**config.mk**
```make
export PLATFORM = sky130hd
export DESIGN_NAME = mul_sequencer
export DESIGN_NICKNAME = d
export VERILOG_FILES = /design/src/rtl/mul_sequencer.sv
export SDC_FILE = /design/constraint.sdc
export NUM_CORES = 1
export LEC_CHECK = 0
export ABC_AREA = 0
export BUFFER_PORTS_ARGS = -buffer_cell sky130_fd_sc_hd__buf_2
export CORE_MARGIN = 2
export CORE_UTILIZATION = 45
export CTS_CLUSTER_DIAMETER = 120
export DETAILED_ROUTE_END_ITERATION = 8
export HOLD_SLACK_MARGIN = 0.05
export SLEW_MARGIN = 20
export SYNTH_ARGS = -nofsm -noshare
export SYNTH_HDL_FRONTEND = slang
export SYNTH_SLANG_ARGS = --single-unit
```
**constraint.sdc**
```tcl
create_clock -name clk -period 3.8 [get_ports clk]
set_input_delay 0.19 -clock clk [delete_from_list [all_inputs] [get_ports clk]]
set_output_delay 0.19 -clock clk [all_outputs]
set_load 0.02 [all_outputs]
```
**src/rtl/mul_sequencer.sv**
```systemverilog
// rtl/mul_sequencer.sv - iterative shift-add 32x32->64 multiply sequencer with a one-entry product cache
//
// Ports:
//   clk       in   1      system clock, rising edge
//   rst       in   1      synchronous active-high reset
//   req       in   1      stage holds a valid ALU op this cycle
//   func      in   6      ALU function code; F_MULLO / F_MULHI select a multiply
//   op_a      in   WIDTH  multiplicand
//   op_b      in   WIDTH  multiplier
//   flush     in   1      abort any multiply in progress and invalidate the cache
//   stall     out  1      hold the pipeline (combinational)
//   mul_r     out  WIDTH  low or high half of the cached (or just-finished) product
//   mul_done  out  1      one-cycle pulse when a fresh product is written to the cache
module mul_sequencer #(
    parameter int         WIDTH          = 32,
    parameter int         BITS_PER_CYCLE = 1,
    parameter logic [5:0] F_MULLO        = 6'h18,
    parameter logic [5:0] F_MULHI        = 6'h19
) (
    input  logic             clk,
    input  logic             rst,
    input  logic             req,
    input  logic [5:0]       func,
    input  logic [WIDTH-1:0] op_a,
    input  logic [WIDTH-1:0] op_b,
    input  logic             flush,
    output logic             stall,
    output logic [WIDTH-1:0] mul_r,
    output logic             mul_done
);

    localparam int N  = WIDTH / BITS_PER_CYCLE;
    localparam int CW = $clog2(N) + 1;

    localparam logic [1:0] S_IDLE = 2'd0;
    localparam logic [1:0] S_RUN  = 2'd1;
    localparam logic [1:0] S_DONE = 2'd2;

    logic [1:0]         state_q,     state_d;
    logic [CW-1:0]      cnt_q,       cnt_d;
    logic [2*WIDTH-1:0] mcand_q,     mcand_d;
    logic [WIDTH-1:0]   mplier_q,    mplier_d;
    logic [2*WIDTH-1:0] acc_q,       acc_d;
    logic [WIDTH-1:0]   opa_q,       opa_d;
    logic [WIDTH-1:0]   opb_q,       opb_d;
    logic [2*WIDTH-1:0] prod_q,      prod_d;
    logic [WIDTH-1:0]   a_q,         a_d;
    logic [WIDTH-1:0]   b_q,         b_d;
    logic               cache_vld_q, cache_vld_d;

    logic               is_mul;
    logic               hit;
    logic               hit_new;
    logic [2*WIDTH-1:0] partial;
    logic               src_vld;
    logic [2*WIDTH-1:0] src;

    always_comb begin
        state_d     = state_q;
        cnt_d       = cnt_q;
        mcand_d     = mcand_q;
        mplier_d    = mplier_q;
        acc_d       = acc_q;
        opa_d       = opa_q;
        opb_d       = opb_q;
        prod_d      = prod_q;
        a_d         = a_q;
        b_d         = b_q;
        cache_vld_d = cache_vld_q;
        stall       = 1'b0;
        mul_done    = 1'b0;

        is_mul  = req && (func == F_MULLO || func == F_MULHI);
        hit     = cache_vld_q && op_a == a_q && op_b == b_q;
        // In DONE the cache write is bypassed: compare against the operands just finished.
        hit_new = op_a == opa_q && op_b == opb_q;

        // Shift-add for the low BITS_PER_CYCLE multiplier bits of this step.
        partial = '0;
        for (int k = 0; k < BITS_PER_CYCLE; k++) begin
            if (mplier_q[k]) begin
                partial = partial + (mcand_q << k);
            end
        end

        case (state_q)
            S_IDLE: begin
                if (is_mul && !hit && !flush) begin
                    stall    = 1'b1;
                    opa_d    = op_a;
                    opb_d    = op_b;
                    mcand_d  = {{WIDTH{1'b0}}, op_a};
                    mplier_d = op_b;
                    acc_d    = '0;
                    cnt_d    = '0;
                    state_d  = S_RUN;
                end
            end
            S_RUN: begin
                stall    = 1'b1;
                acc_d    = acc_q + partial;
                mcand_d  = mcand_q << BITS_PER_CYCLE;
                mplier_d = mplier_q >> BITS_PER_CYCLE;
                cnt_d    = cnt_q + 1'b1;
                if (cnt_q == CW'(N - 1)) begin
                    state_d = S_DONE;
                end
                if (flush) begin
                    state_d     = S_IDLE;
                    cache_vld_d = 1'b0;
                end
            end
            S_DONE: begin
                mul_done    = 1'b1;
                prod_d      = acc_q;
                a_d         = opa_q;
                b_d         = opb_q;
                cache_vld_d = 1'b1;
                state_d     = S_IDLE;
                // Operands moved while we ran: keep the finished product cached and start over.
                if (is_mul && !hit_new) begin
                    stall    = 1'b1;
                    opa_d    = op_a;
                    opb_d    = op_b;
                    mcand_d  = {{WIDTH{1'b0}}, op_a};
                    mplier_d = op_b;
                    acc_d    = '0;
                    cnt_d    = '0;
                    state_d  = S_RUN;
                end
                if (flush) begin
                    state_d     = S_IDLE;
                    cache_vld_d = 1'b0;
                end
            end
            default: begin
                state_d = S_IDLE;
            end
        endcase

        src_vld = (state_q == S_DONE) || cache_vld_q;
        src     = (state_q == S_DONE) ? acc_q : prod_q;
        if (!src_vld) begin
            mul_r = '0;
        end else if (func == F_MULHI) begin
            mul_r = src[2*WIDTH-1:WIDTH];
        end else begin
            mul_r = src[WIDTH-1:0];
        end
    end

    always_ff @(posedge clk) begin
        if (rst) begin
            state_q     <= S_IDLE;
            cnt_q       <= '0;
            mcand_q     <= '0;
            mplier_q    <= '0;
            acc_q       <= '0;
            opa_q       <= '0;
            opb_q       <= '0;
            prod_q      <= '0;
            a_q         <= '0;
            b_q         <= '0;
            cache_vld_q <= 1'b0;
        end else begin
            state_q     <= state_d;
            cnt_q       <= cnt_d;
            mcand_q     <= mcand_d;
            mplier_q    <= mplier_d;
            acc_q       <= acc_d;
            opa_q       <= opa_d;
            opb_q       <= opb_d;
            prod_q      <= prod_d;
            a_q         <= a_d;
            b_q         <= b_d;
            cache_vld_q <= cache_vld_d;
        end
    end

endmodule

```
==> flow_summary.rst <==
.. list-table::
   :header-rows: 1

   * - Metric
     - Value
   * - Final number of setup-violating endpoints
     - 0
   * - Placed Cells
     - 2,975
   * - Setup crit start
     - mplier_q[0]
   * - Initial DRT Pass Iterations
     - 5
   * - Die footprint
     - 0.0452 mm²
   * - Setup Slack @ Placement
     - 0.151 ns
   * - Syn_nets
     - 2,549
   * - Critical path's slowest cell
     - sky130_fd_sc_hd__nor4bb_4
   * - Critical Path, Cell by Cell
     - buf_4 > and2_1 > ha_1 > nand2_1 > nor3_1 > nor4bb_4 > o311a_1 > o21ai_2 > a311oi_2 > nor4_1 > o211ai_1 > o311ai_1
   * - Async SR Flop Fraction
     - 0
   * - Post-layout power
     - 8.46 mW
   * - Status
     - finished, final reports clean
   * - Die Height
     - 213 µm
   * - I/O Pins
     - 108
   * - Average via count per standard cell
     - 5.68
   * - Wirelength, routed
     - 60,400 µm
   * - Cells after Synth
     - 2,410
   * - Switching component of the power
     - 1.98 mW
   * - Share of the yosys chip area belonging to registers
     - 0.369
   * - Netlist Area Pre-Place
     - 0.0196 mm²
   * - Highest attainable clock frequency
     - 0.280 GHz
   * - Wirelength per Cell
     - 19.4 µm
   * - CTS Buf Count
     - 42
   * - Post-route clock period utilization
     - 0.941
   * - Internal power
     - 6.48 mW
   * - Average size of a mapped cell
     - 8.12 µm²
   * - Final HPWL DP
     - 42,100 µm
   * - Deepest clock path buffer count
     - 3
   * - Number of synthesis warnings
     - 0
   * - Worst setup path class
     - reg2reg
   * - Worst path arrival time
     - 4.00 ns
   * - Number of port buffers
     - 107
   * - Initial core utilization
     - 0.455
   * - Fraction of layout cells with a size suffix above 1
     - 0.108
   * - Drc violations
     - 0
   * - Number of global-route vias before repair
     - 16,800
   * - Leakage
     - 9.93 nW
   * - Unique cell type count in the Yosys netlist
     - 75
   * - Relative max-transition margin
     - 0.316
   * - Proportion of netlist area held by the largest area contributor
     - 0.369
   * - Worst hold path type
     - in2reg
   * - Max-capacitance violation count
     - 0
   * - Total global routing track utilization
     - 0.266
   * - Clock latency at the later pin of the worst-skew pair
     - 0.60 ns
   * - Power per unit of standard cell area
     - 373 mW/mm²
   * - Critical path launch point type
     - flip-flop
   * - Combinational power share
     - 0.045
   * - Hold slack
     - 0.148 ns
   * - Die width
     - 213 µm
   * - Total number of vias
     - 17,700
   * - Growth of design area from synthesis to finish
     - 16.1%
   * - Final-layout fill cell count
     - 4,153
   * - Share of the core filled with cells
     - 0.529
   * - First-pass GRT wire length
     - 94,200 µm
   * - Final setup margin
     - 0.225 ns
   * - Postcts setup bufs
     - 0
   * - Number of core rows
     - 76
   * - CTS H-tree depth
     - 2
   * - R2r startpoint
     - mplier_q[0]
   * - Switching fraction of total power
     - 0.234
   * - Count of flip-flops with a built-in enable after synthesis
     - 0
   * - Leftover overflow at the end of global routing
     - 0
   * - Flip-flop cell with the highest count after synthesis
     - sky130_fd_sc_hd__dfxtp_1
   * - Unrepaired setup endpoints after global routing
     - yes
   * - Post-route ant nets
     - 0
   * - TritonCTS clock tree
     - done
   * - Count of non-filler cells in the finished layout
     - 3,117
   * - Portion of total power attributed to the clock network
     - 0.505
   * - Worst-Margin Slew
     - 1.03 ns
   * - Required time at the endpoint of the critical path
     - 4.23 ns
   * - Initial antenna violation count
     - 2
   * - Reg clk slew, reported paths
     - 0.06 ns
   * - Flip-flop and latch count after synthesis
     - 361
   * - Fin. Hold Viols
     - 0
   * - Element type at the critical path end
     - flip-flop
   * - VDD IR max
     - 309 µV
   * - Sequential fraction of design power
     - 0.450
   * - Largest cells by area after synthesis
     - sky130_fd_sc_hd__dfxtp_1 (37%), sky130_fd_sc_hd__nand2_1 (7.3%), sky130_fd_sc_hd__nor2_1 (6.0%)
   * - Maximum fanout count along the critical path
     - 22
   * - Number of sinks on the clock net
     - 361
   * - RD Place Congestion
     - 0.867
   * - Final layout net count
     - 2,637
   * - Cell taking the most area after synthesis
     - sky130_fd_sc_hd__dfxtp_1
   * - Startpoint of the most critical hold path
     - op_b[12]
   * - Critical Path Max Stage Delay
     - 0.49 ns
   * - Number of max-slew violations in the final report
     - 0
   * - Largest net degree at the start of global routing
     - 179
   * - CORE AREA
     - 0.0430 mm²
   * - Clock tree root driver cell
     - sky130_fd_sc_hd__clkbuf_16
   * - Clock Skews
     - 0.0385 ns
   * - Starting DRT DRC Count
     - 1,218
   * - Min Clock Period, post-route
     - 3.57 ns
## metrics by stage
stage                     area [µm²]  TNS (ns)
after floorplan                19600         0
final                          22700         0
after global routing           22700  -0.00750
after detailed placement       20600         0
after CTS                      22700         0
after global placement         20600         0
## cells by family (layout without fill, tap and decap cells)
| kind of cell | after synthesis | count (layout) | synth area share |
|---|---|---|---|
| other | 0 | 2 | 0 |
| and+or+nand+nor | 926 | 926 | 0.206 |
| xor gates and xnor gates | 164 | 164 | 0.0734 |
| AOI/OAI and AO/OA | 592 | 592 | 0.215 |
| muxes | 98 | 98 | 0.0501 |
| buffers and inverters | 204 | 324 | 0.0438 |
| adders and majority gates | 65 | 65 | 0.0419 |
| DFF | 361 | 361 | 0.369 |
## critical path: cells and delay by family, from the launching register on
kind / cells / cell delay, ns
adder cells (fa/ha/maj): 1 / 0.38
AND/OR/NAND/NOR: 5 / 1.27
flip-flops: 1 / 0.39
AO/OA/AOI/OAI: 5 / 1.13
buffers and inverters: 1 / 0.23
## synth_stat cells (all sizes together) (4+ instances only)
| cell | count |
|---|---|
| a211oi | 8 |
| a21o | 43 |
| a21oi | 183 |
| a221oi | 37 |
| a22o | 20 |
| a22oi | 62 |
| a311oi | 65 |
| a31oi | 12 |
| a32o | 4 |
| and2 | 73 |
| and3 | 12 |
| buf | 45 |
| clkbuf | 119 |
| dfxtp | 361 |
| ha | 64 |
| inv | 40 |
| mux2i | 98 |
| nand2 | 381 |
| nand2b | 12 |
| nand3 | 26 |
| nand3b | 6 |
| nand4 | 32 |
| nor2 | 314 |
| nor2b | 4 |
| nor3 | 19 |
| nor4 | 34 |
| o211ai | 8 |
| o21a | 5 |
| o21ai | 76 |
| o21bai | 21 |
| o31ai | 7 |
| or3 | 5 |
| xnor2 | 43 |
| xor2 | 121 |
## cell type report
cell class,count,area [µm²],area share
multi-input cells,1845,11600,0.509
flip-flops and latches,361,7230,0.318
repair buffers,208,1560,0.0684
clock buffers,57,1220,0.0536
well taps,585,732,0.0322
clock inverters,19,262,0.0115
inverters,40,154,0.00677
diodes,2,5.00,0.000220
## metal layers
metal,track usage,vias up,routed length [µm]
li1,-,8668,-
met1,0.347,8504,26800
met2,0.440,411,28700
met3,0.0340,116,2430
met4,0.118,2,2480
met5,0,-,13
## cell usage in the layout (no fill, tap or decap), drive strengths merged, types with 26 or more instances in the layout
cell type / instances
nand3: 26
xor2: 121
ha: 64
nor2: 314
nand4: 32
mux2i: 98
a221oi: 37
dfxtp: 361
nor4: 34
dlygate4sd3: 64
and2: 73
nand2: 381
buf: 144
a21o: 43
xnor2: 43
a311oi: 65
a21oi: 183
o21ai: 76
a22oi: 62
clkbuf: 57
inv: 40
## power by group through the flow
stage | combinational [mW] | sequential [mW] | clock (mW)
global placement | 0.328 | 3.89 | 0
floorplan | 0.170 | 3.89 | 0
global route | 0.410 | 3.81 | 4.50
CTS | 0.383 | 3.81 | 4.35
detailed placement | 0.331 | 3.89 | 0
finish | 0.384 | 3.81 | 4.27
## worst paths after layout
kind / end / slack (ns) / depth (start not counted)
worst max-delay path: acc_q[63] / 0.23 / 12
worst min-delay path: mplier_q[12] / 0.15 / 4
worst max register to register: acc_q[63] / 0.23 / 12
worst min register to register: prod_q[15] / 0.45 / 2
## registers in the layout, indices dropped and copies added, names as in the netlist
name,cells
prod_q,64
mcand_q,64
cache_vld_q,1
opb_q,32
opa_q,32
a_q,32
b_q,32
state_q,2
cnt_q,6
mplier_q,32
acc_q,64
## what timing repair did
item / CTS / global route
hold buffers: 64 / 0
gates resized for setup: 0 / 7
endpoints found under the setup margin: 0 / 6
hold endpoints to repair: 184 / 0
Note: power is estimated with default switching activity, not from simulation.
